## src/rtl/ula_request_controller.sv

```systemverilog
// Initiator-side controller for the ULA operation interface: accepts one tagged request,
// drives the ULA with registered operands, waits for completion or timeout and returns a tagged response.
module ula_request_controller #(
  parameter int unsigned TAG_W         = 2,
  parameter int unsigned SETTLE_CYCLES = 1,
  parameter int unsigned TIMEOUT       = 15
) (
  input  logic             clk,
  input  logic             reset,
  input  logic             req_valid,
  output logic             req_ready,
  input  logic [3:0]       req_op,
  input  logic [7:0]       req_a,
  input  logic [7:0]       req_b,
  input  logic [TAG_W-1:0] req_tag,
  output logic [3:0]       ula_operation,
  output logic [7:0]       operand1,
  output logic [7:0]       operand2,
  input  logic [7:0]       result,
  input  logic [3:0]       flags,
  input  logic             ula_ready,
  output logic             rsp_valid,
  input  logic             rsp_ready,
  output logic [7:0]       rsp_result,
  output logic [3:0]       rsp_flags,
  output logic [TAG_W-1:0] rsp_tag,
  output logic             rsp_timeout,
  output logic             busy
);

  localparam int unsigned SW = (SETTLE_CYCLES > 1) ? $clog2(SETTLE_CYCLES) : 1;
  localparam int unsigned WW = (TIMEOUT > 1) ? $clog2(TIMEOUT) : 1;

  typedef enum logic [1:0] {IDLE, SETTLE, WAIT, RESP} state_t;

  state_t           state, state_n;
  logic [SW-1:0]    settle_cnt, settle_cnt_n;
  logic [WW-1:0]    wait_cnt, wait_cnt_n;
  logic [3:0]       op_n;
  logic [7:0]       a_n, b_n, res_n;
  logic [3:0]       flg_n;
  logic [TAG_W-1:0] tag_n;
  logic             to_n;
  logic             op_valid;

  assign op_valid  = (req_op != 4'b0000) && (req_op != 4'b1101);
  assign req_ready = (state == IDLE);
  assign busy      = (state != IDLE);
  assign rsp_valid = (state == RESP);

  always_ff @(posedge clk) begin
    if (reset) begin
      state         <= IDLE;
      settle_cnt    <= '0;
      wait_cnt      <= '0;
      ula_operation <= '0;
      operand1      <= '0;
      operand2      <= '0;
      rsp_result    <= '0;
      rsp_flags     <= '0;
      rsp_tag       <= '0;
      rsp_timeout   <= 1'b0;
    end else begin
      state         <= state_n;
      settle_cnt    <= settle_cnt_n;
      wait_cnt      <= wait_cnt_n;
      ula_operation <= op_n;
      operand1      <= a_n;
      operand2      <= b_n;
      rsp_result    <= res_n;
      rsp_flags     <= flg_n;
      rsp_tag       <= tag_n;
      rsp_timeout   <= to_n;
    end
  end

  always_comb begin
    state_n      = state;
    settle_cnt_n = settle_cnt;
    wait_cnt_n   = wait_cnt;
    op_n         = ula_operation;
    a_n          = operand1;
    b_n          = operand2;
    res_n        = rsp_result;
    flg_n        = rsp_flags;
    tag_n        = rsp_tag;
    to_n         = rsp_timeout;
    case (state)
      IDLE: begin
        if (req_valid) begin
          tag_n = req_tag;
          if (op_valid) begin
            op_n         = req_op;
            a_n          = req_a;
            b_n          = req_b;
            settle_cnt_n = SW'(SETTLE_CYCLES - 1);
            state_n      = SETTLE;
          end else begin
            res_n   = '0;
            flg_n   = '0;
            to_n    = 1'b0;
            state_n = RESP;
          end
        end
      end
      SETTLE: begin
        if (settle_cnt == '0) begin
          wait_cnt_n = '0;
          state_n    = WAIT;
        end else begin
          settle_cnt_n = settle_cnt - 1'b1;
        end
      end
      WAIT: begin
        if (ula_ready) begin
          res_n   = result;
          flg_n   = flags;
          to_n    = 1'b0;
          state_n = RESP;
        end else if (wait_cnt == WW'(TIMEOUT - 1)) begin
          res_n   = '0;
          flg_n   = '0;
          to_n    = 1'b1;
          state_n = RESP;
        end else begin
          wait_cnt_n = wait_cnt + 1'b1;
        end
      end
      RESP: begin
        if (rsp_ready) begin
          op_n    = '0;
          a_n     = '0;
          b_n     = '0;
          state_n = IDLE;
        end
      end
      default: state_n = IDLE;
    endcase
  end

endmodule
```

## config.mk

```make
export PLATFORM = sky130hd
export DESIGN_NAME = ula_request_controller
export DESIGN_NICKNAME = d
export VERILOG_FILES = /design/src/rtl/ula_request_controller.sv
export SDC_FILE = /design/constraint.sdc
export NUM_CORES = 1
export LEC_CHECK = 0
export CAP_MARGIN = 15
export CORE_MARGIN = 2
export CORE_UTILIZATION = 36
export CTS_CLUSTER_DIAMETER = 150
export DETAILED_ROUTE_END_ITERATION = 10
export PLACE_DENSITY_LB_ADDON = 0.1
export RECOVER_POWER = 25
export SLEW_MARGIN = 0
export SYNTH_ARGS = -nofsm -noshare
export SYNTH_HDL_FRONTEND = slang
export SYNTH_SLANG_ARGS = --single-unit
```

## constraint.sdc

```tcl
create_clock -name clk -period 1.9 [get_ports clk]
set_clock_uncertainty 0.2 [all_clocks]
set_input_delay 0.38 -clock clk [delete_from_list [all_inputs] [get_ports clk]]
set_output_delay 0.38 -clock clk [all_outputs]
set_load 0.01 [all_outputs]
```

Word level (Yosys, flattened, before mapping)
Cells that the tools add are included.
- flip-flop bits (word level): 42
- bits of input ports: 39
- output and inout port bits: 38
- word-level logic and storage cells: 80
- add/sub/neg operators: 2
- eq/ne operators: 13
- mux-type cells: 41
- reductions and logical operators: 14
- operators with widths (kind ; count):
    $mux 8 ; 9
    $pmux 8 s2 ; 3
    $mux 4 ; 10
    $pmux 4 s2 ; 3
    $reduce_and 4->1 ; 4
    $mux 2 ; 6
    $ne 2x2->1 const B ; 5
    $reduce_bool 2->1 ; 5
    $pmux 2 s4 ; 1
    $mux 1 ; 7
    $add 4x1->4 const B ; 1
    $eq 2x2->1 const B ; 2
    $eq 4x4->1 const B ; 1
    $ne 2x1->1 const B ; 2
    $ne 4x4->1 const B ; 1
    $pmux 1 s2 ; 2
    $reduce_bool 4->1 ; 1
    $ne 3x3->1 const B ; 1
    $reduce_and 3->1 ; 1
    $eq 2x1->1 const B ; 1
    $logic_not 2->1 ; 1
    $reduce_and 2->1 ; 1
    $logic_and 1x1->1 ; 1
    $sub 1x1->1 const B ; 1

Longest topological paths before layout
- word-level depth: 5
- gate-level depth with buffers: 9
- depth with buffers taken out: 6

Worst setup path after synthesis
OpenSTA, ideal clock, no wires.
- path kind: register to register
- from: register state[0]
- to: register operand1[2]
- library setup time: 0.117 ns
- data arrival time: 1.697 ns
- data required time: 1.583 ns
- slack: -0.114 ns
- stages on the path, launching flop included: 9
- buffers on the path: 2
- period minus slack after synthesis: 2.014 ns
- cell sequence: dfxtp_1 -> inv_1 -> ha_1 -> buf_2 -> nor2b_1 -> nor2_1 -> a31oi_4 -> buf_6 -> a22o_1
- longest elaborated chain between the ends: 3
- elaborated cells between the ends (all ways): 8
- classes of those cells: 4 x eq/ne; 1 x mux; 3 x reduce/logical
- ends and longest elaborated chain (element ; line ; source):
    start: declaration ; 36 ; state_t state, state_n;
    start signal: assignment ; 64 ; state <= state_n;
    $logic_not 2->1 (*) ; -- ;
    named net req_ready ; 11 ; output logic req_ready,
    $ne 2x1->1 (no source line) (tied with other cells) ; -- ;
    $reduce_and 4->1 (no source line) ; -- ;
    end signal: assignment ; 68 ; operand1 <= a_n;
    end: declaration ; 17 ; output logic [7:0] operand1,
Mark *: on every way through the listed nets, which the timed path passes. The rest lies on a longest branch.
A chain may end at the register's enable or synchronous reset.

Final worst setup path
- from: register state[1]
- to: register rsp_flags[3]
- longest elaborated chain between the ends: 3
- elaborated cells between the ends (all ways): 8
- classes of those cells: 4 x eq/ne; 1 x mux; 3 x reduce/logical
- ends and longest elaborated chain (element ; line ; source):
    $eq 2x2->1 / $logic_not 2->1 (equally long branches) ; 88 ; case (state)
    $ne 3x3->1 (no source line) (tied with other cells) ; -- ;
    $reduce_and 4->1 (no source line) ; -- ;
    end signal: assignment ; 71 ; rsp_flags <= flg_n;
    end: declaration ; 25 ; output logic [3:0] rsp_flags,
Several ways; a longest one is shown, not always the timed one.

==> run summary <==
The part of the total power dissipated in sequential elements is 34.8%, and the growth of design area from synthesis to finish is 68.8%. The slew at the pin with the worst max-slew slack is 312 ps. The tools report the number of nets in the layout as 287.

For this run, design rule violations remaining after detail routing come to 0. Summed over all instances, the cell type with the most area after synthesis is sky130_fd_sc_hd__dfxtp_1. Total area of sequential cells: 823 um^2.

Once detail routing completed, the nets flagged for antenna violations numbered 0. STA puts the critical path data arrival time at 1900 ps. The clock-pin slew on the worst setup and hold paths works out to 80 ps. The critical path is of the flop to flop type. The worst setup path is captured at a flop. In the routed layout, each cell is associated on average with a via count of 5.07. In the synthesized netlist, the cells that appear most often are 41 x sky130_fd_sc_hd__dfxtp_1, 31 x sky130_fd_sc_hd__a22o_1, 7 x sky130_fd_sc_hd__nor2_1. The multiplexer share of the synthesized area is 1.24%. The terminating pin of the worst hold path is rsp_tag[1]$_SDFFE_PP0P_. The die covers 5050 um^2.

The average cell area after synthesis was 11.2 um^2; the compound-gate portion of the synthesized area was 23.6%. Once detailed placement completed, the half-perimeter wirelength came to 3220 um. Measured along the y axis, the die boundary spans 71.1 um. In this run the count of I/O pins placed on the die edge is 77. The worst path required time is 1930 ps, and the worst-skew pair later-pin latency is 280 ps. The worst reg-to-reg setup slack is 30 ps, and the leakage power total is 1.13 nW.

The tools report the start point of the worst min-delay path as rsp_tag[1]$_SDFFE_PP0P_. The master of the slowest instance on the critical path is sky130_fd_sc_hd__or3b_4. Maximum operating frequency: 535 MHz. The minimum clock period was 1870 ps. TritonCTS built the clock tree. Measured against its own limit, the worst slew margin works out to 79.0%. The startpoint identified for the worst register-to-register timing path is state[1]$_SDFFE_PP0P_. During placement, the flow inserted port buffers numbering 76.

In this design, the stage delay of the slowest critical-path cell is 400 ps. The final layout contains routed wiring with a total length of 4150 um. Dominant combinational cell family by area after synthesis: compound AO/OA/AOI/OAI gates. In the final layout, the share of cells above drive strength 1 is 18.5%. The length in cells of the worst reg-to-reg path is 7, and the utilization after layout is 62.8%. Largest net degree at the start of global routing: 20.

The run gives 0 as the final hold violation count. After synthesis, the cell types taking the most area are sky130_fd_sc_hd__dfxtp_1 51%, sky130_fd_sc_hd__a22o_1 17%, sky130_fd_sc_hd__ha_1 4.6%. The run gives 190 as the net count after synthesis.

The part of the cycle the worst path needs is 98.3%. The logs give 0 for the sum of overflow across all layers after global routing and 1620 um^2 for the cell area after synthesis. Most used flip-flop cell after synthesis: sky130_fd_sc_hd__dfxtp_1. After the first detailed-routing iteration, the DRC count stood at 46. Setup total negative slack on the finished layout was measured at 0 ps.

The design draws 3.15 mW. Count of hold buffers inserted by post-cts repair: 0. No sink is reached through more buffers than the 2 on the longest clock path. 0 antenna diodes ended up in the layout. The worst setup path is launched from a flop. The critical path goes through inv_2 -> ha_4 -> nand2b_4 -> or3b_4 -> a31oi_4 -> buf_12 -> a22o_1. The total of fill cells in the finished design is 343, and the number of vias in the routed layout is 1495. For the final max-slew violation count, the log shows 0.

The simple-gate share of the synthesized area was 14.3%; the count of synthesis-stage warnings from yosys was 0. The placer congestion estimate is 0.826, and the wire length of the first global-routing pass is 6820 um. Highest ir drop seen on vdd: 566 uV. After synthesis, the share of flip-flops with an asynchronous set or reset is 0%.

By instance count, the leading cell after synthesis is sky130_fd_sc_hd__dfxtp_1. Total iterations of the first detailed-routing run: 4. Once the floorplan was initialized, standard cells occupied 37.2% of the core. The tree is rooted in a sky130_fd_sc_hd__clkbuf_8. The final routed wire length divided by cell count was 14.1 um. The tools report the switching power as 0.967 mW. Setup repair after global routing could not meet its margin everywhere. Of all nets on the critical path, the largest fanout is 12.

The register bit total from synthesis was 41; the buffers plus inverters on the worst setup path was 2. The run gives 0 as the number of maximum-capacitance violations. For this run, the total global-route usage over all layers was measured as 16.6%. Setup violations remaining at the end of the flow were counted as 0.

The total CTS buffers was 5; the power share of the combinational group was 42.8%. The via count of the first global-routing pass came out at 1463. The floorplan core area is 4350 um^2, and the area taken by multi-input logic gates is 767 um^2. The run finished with clean final reports.

In the synthesized netlist, the number of instances is 145. The tools report the endpoint of the worst-slack reg-to-reg timing path as rsp_flags[3]$_SDFFE_PP0P_. For this design the ratio of total power to cell area is 1150 nW/um^2. The internal portion of the total power is 2.18 mW.

The part of the power in the clock network was 22.4%; the fraction of post-synthesis cell area in the top cell type by area was 50.7%. In this run, synthesis inferred 0 flip-flops with an integrated enable. The die is 71.1 um wide. After floorplanning, the core was divided into 24 placement rows. Gate family responsible for the most delay along the worst path: simple AND/OR/NAND/NOR gates. The worst hold path passes through 2 cells. Of the total power, the share spent switching nets is 30.7%. Summing the areas of all xor and xnor instances in the mapped netlist gives 1.08% of the synthesized area. The initial antenna violation count came out at 0. Counting every sink on the clock net gives 41. Sequential elements use 50.7% of the synthesized area. The number of different library cells in the post-synthesis netlist was 30.

The logs give 2 for the H-tree level count and 264 ps for the worst hold-check slack. The critical path runs through a total of 7 cells. The synthesized netlist devotes 4.63% of its cell area to adder and majority cells.

The class of the tightest hold or removal check was flop to flop.
-- registers in the layout, indices dropped and copies added (netlist names) --
register,cells
rsp_result,8
rsp_timeout,1
ula_operation,4
rsp_flags,4
rsp_tag,2
wait_cnt,4
operand2,8
state,2
operand1,8
-- repair_timing --
action	CTS	global route
buffers inserted	1	0
resized for setup	11	4
setup endpoints to repair	34	32
pin swaps	2	0
-- per-stage QoR --
step	setup slack, ps	std cells	instance area [um^2]
after global routing	-27.2	295	2740
final	31.9	295	2740
after CTS	36.7	295	2730
after floorplan	21.5	145	1650
after global placement	-412	286	2590
after detailed placement	-484	286	2590
-- metal layers --
layer / share of wire (%) / vias up / GRT usage [%]
met5: 0 / - / 0
met4: 0.29 / 0 / 4.40
met3: 6.2 / 2 / 4.99
met2: 50 / 47 / 28.5
met1: 44 / 715 / 20.4
li1: - / 731 / -
-- how the worst max path moves through the flow --
| stage | endpoint | slack (ps) | startpoint |
|---|---|---|---|
| 2_1_floorplan | rsp_flags[2]$_SDFFE_PP0P_ | 20 | state[0]$_SDFFE_PP0P_ |
| 3_3_place_gp | operand2[7]$_SDFFE_PP0P_ | -410 | req_op[2] |
| 3_5_place_dp | operand2[2]$_SDFFE_PP0P_ | -480 | req_op[2] |
| 4_1_cts | busy | 40 | state[1]$_SDFFE_PP0P_ |
| 5_1_grt | rsp_result[1]$_SDFFE_PP0P_ | -30 | state[1]$_SDFFE_PP0P_ |
| 6_report | rsp_flags[3]$_SDFFE_PP0P_ | 30 | state[1]$_SDFFE_PP0P_ |
-- power groups by stage --
| stage | clock network, mW | registers [mW] | logic, mW |
|---|---|---|---|
| finish | 0.704 | 1.10 | 1.35 |
| detailed placement | 0 | 1.11 | 1.34 |
| floorplan | 0 | 1.16 | 0.667 |
| global placement | 0 | 1.11 | 1.30 |
| global route | 0.764 | 1.12 | 1.47 |
| CTS | 0.724 | 1.10 | 1.37 |
-- worst register-to-register path, cell delays in order, from the launching register on --
cell and delay [ps]:
sky130_fd_sc_hd__dfxtp_2 350, sky130_fd_sc_hd__inv_2 80, sky130_fd_sc_hd__ha_4 170, sky130_fd_sc_hd__nand2b_4 130, sky130_fd_sc_hd__or3b_4 400, sky130_fd_sc_hd__a31oi_4 210, sky130_fd_sc_hd__buf_12 150, sky130_fd_sc_hd__a22o_1 120
-- cell families after synthesis --
| family | after synthesis |
|---|---|
| AOI/OAI and AO/OA | 43 |
| xor gates and xnor gates | 2 |
| adders and majority gates | 6 |
| buffers and inverters | 11 |
| DFF | 41 |
| muxes | 2 |
| and+or+nand+nor | 40 |
-- cell usage in the layout, fill, tap and decap left out, types with 2 or more instances in the layout --
cell type	netlist	final
sky130_fd_sc_hd__clkdlybuf4s50_1	0	56
sky130_fd_sc_hd__dfxtp_1	41	39
sky130_fd_sc_hd__a22o_1	31	31
sky130_fd_sc_hd__buf_4	0	18
sky130_fd_sc_hd__dlygate4sd3_1	0	13
sky130_fd_sc_hd__nand3_1	6	6
sky130_fd_sc_hd__clkbuf_8	0	6
sky130_fd_sc_hd__dlygate4sd2_1	0	6
sky130_fd_sc_hd__nor2_1	7	5
sky130_fd_sc_hd__nand2_1	6	5
sky130_fd_sc_hd__nor2b_1	4	4
sky130_fd_sc_hd__a21oi_1	4	4
sky130_fd_sc_hd__nor3_1	4	4
sky130_fd_sc_hd__ha_1	6	3
sky130_fd_sc_hd__buf_12	0	3
sky130_fd_sc_hd__inv_1	4	2
sky130_fd_sc_hd__inv_2	0	2
sky130_fd_sc_hd__or2_1	2	2
sky130_fd_sc_hd__nor2_2	0	2
sky130_fd_sc_hd__a31oi_4	2	2
sky130_fd_sc_hd__a311oi_1	2	2
sky130_fd_sc_hd__nand3b_1	2	2
sky130_fd_sc_hd__nand2b_1	3	2
sky130_fd_sc_hd__mux2i_1	2	2
sky130_fd_sc_hd__xor2_1	2	2
sky130_fd_sc_hd__ha_2	0	2
sky130_fd_sc_hd__dfxtp_2	0	2
-- layout make-up --
type	count	area share [%]
Tap cell	52	2.38
Clock inverter	1	1.10
Sequential cell	41	30.1
Timing Repair Buffer	97	34.7
Inverter	4	0.549
Multi-Input combinational cell	93	28.0
Clock buffer	7	3.16
(Power assumes the default switching activity.)
==> patch (config.mk and constraints unchanged) <==
Make the reset (`reset`) asynchronous in one clocked block.
--- a/src/rtl/ula_request_controller.sv
+++ b/src/rtl/ula_request_controller.sv
@@ -49,5 +49,5 @@
   assign rsp_valid = (state == RESP);
 
-  always_ff @(posedge clk) begin
+  always_ff @(posedge clk or posedge reset) begin
     if (reset) begin
       state         <= IDLE;
Formal check against the unedited RTL: differs if reset is asserted again (counterexample within 4 cycles, from zero or initial values and one cycle with reset high); with reset held inactive, the same outputs for 10 cycles.
==> patch against the unedited design <==
- the flow now finishes with violations (negative setup slack)
- synthesized cell count rose by 0.69%
- critical path depth stayed put
- setup slack got worse by 0.11 ns
- cell area up 16%
- area after synthesis up 14%
- sequential cell count stayed put
- first-iteration DRC count grew 8.7%
- routed wire length is 21% higher
- core utilization increased by 0.24 points
- critical endpoint is now rsp_result[7]
- highest routed layer unchanged
Power is not compared: it rests on default switching activity, and its combinational part moved more than twofold at a synthesized area within 25%.
==> patch: results (changes against the unedited design) <==
Run status:
- The run finished, with violations left.
- The checks that failed: negative setup slack.

Finish:
- The share of final-layout standard cells stronger than drive strength 1 is 28.4% (+9.9 points).
- The clock tree buffer count of the final layout was 6 (-1).
- The total number of multi-input combinational cells is 94 (+1.1%).
- The non-clock buffer area fraction after layout came to 31.0% (-3.7 points).
- The count of filler cells inserted in the layout was 406 (+18%).
- The number of buffers other than clock buffers in the final layout is 102 (+5.2%).
- The net total in the final layout is 294 (+2.4%).
- The number of ordinary inverters in the final layout was 5 (+1).

Worst setup path:
- The critical register-to-register path endpoint is rsp_result[7].
- The worst setup path startpoint is state[1].

Global route:
- The aggregate global-route resource usage is 17.8% (+1.2 points).
- The number of global-route vias before repair came to 1619 (+11%).
- The wire length of the first global-routing pass is 7680 um (+13%).

Yosys:
- The area fraction in compound gates after synthesis is 9.08% (-14 points).
- By count the netlist is led by sky130_fd_sc_hd__dfrtp_1, sky130_fd_sc_hd__nor2b_1, sky130_fd_sc_hd__mux2_1, sky130_fd_sc_hd__a22o_1.
- The post-synthesis async set-or-reset flop share is 100% (+100 points).
- The number of library cell types mapped by synthesis is 27 (-10%).
- The portion of netlist area occupied by mux cells was 15.6% (+14 points).
- The instance count of the mapped netlist is 146 (+0.69%).
- The register area share after synthesis is 55.6% (+4.9 points).

STA:
- The final worst setup slack was -0.0787 ns (-0.111 ns).
- The number of setup violations in the final report came to 32 (+32).
- The transition at the pin with the smallest max-transition slack is 1.02 ns (+0.710 ns).

Hold path:
- The startpoint identified for the worst hold timing path is wait_cnt[3].
- The worst hold path cell count is 1 (-1).

Placed design:
- The post-placement worst setup slack is -0.402 ns (+0.0819 ns).
- The final weighted congestion in routability-driven placement is 0.910 (+10%).

Detailed routing:
- The total length of routed wires was 5030 um (+21%).
- The number of DRC violations after detailed-routing iteration 0 is 50 (+8.7%).
- The detail-routed net length per standard cell is 15.7 um (+12%).
## patch: worst max-delay path, cell delays in order, from the launching register on
cell,delay (ns)
sky130_fd_sc_hd__dfrtp_1,0.42
sky130_fd_sc_hd__buf_6,0.14
sky130_fd_sc_hd__ha_4,0.15
sky130_fd_sc_hd__nor2b_4,0.12
sky130_fd_sc_hd__and2_4,0.14
sky130_fd_sc_hd__a221o_1,0.35
sky130_fd_sc_hd__buf_6,0.17
sky130_fd_sc_hd__a22o_1,0.18
## patch: stage by stage
stage | instance area [um^2] | hold slack (ns) | util [%]
6_report | 3180 | 0.290 | 63.1
2_1_floorplan | 1850 | 0.245 | -
3_3_place_gp | 2820 | 0.271 | 56.0
4_1_cts | 3100 | 0.261 | 61.5
5_1_grt | 3180 | 0.317 | 63.1
3_5_place_dp | 2820 | 0.273 | 56.0
## patch: repair_timing
item,4_1_cts,5_1_grt
gates cloned,3,0
resized for setup,32,29
endpoints found under the hold margin,0,0
endpoints found under the setup margin,35,35
buffers inserted,4,2
pin swaps,3,4
## patch: per-layer routing
layer	wire length, um	GRT usage, %	vias to the layer above
met5	0	0	-
met4	72	4.68	0
met3	253	4.76	8
met2	2590	30.5	61
met1	2110	22.4	741
li1	-	-	715
## patch: kinds of logic (layout without fill, tap and decap cells)
logic type / count (synthesis) / in the layout
flip-flops: 41 / 41
AND/OR/NAND/NOR: 41 / 41
multiplexers: 26 / 26
AO/OA/AOI/OAI: 21 / 21
buffers and inverters: 11 / 115
adder cells (fa/ha/maj): 6 / 6
## patch: power groups by stage
stage	logic, uW	registers, uW	clock network, uW
detailed placement	2370	1490	0
global placement	2290	1460	0
floorplan	982	1620	0
CTS	2700	1480	748
global route	3320	1530	793
finish	3110	1490	721
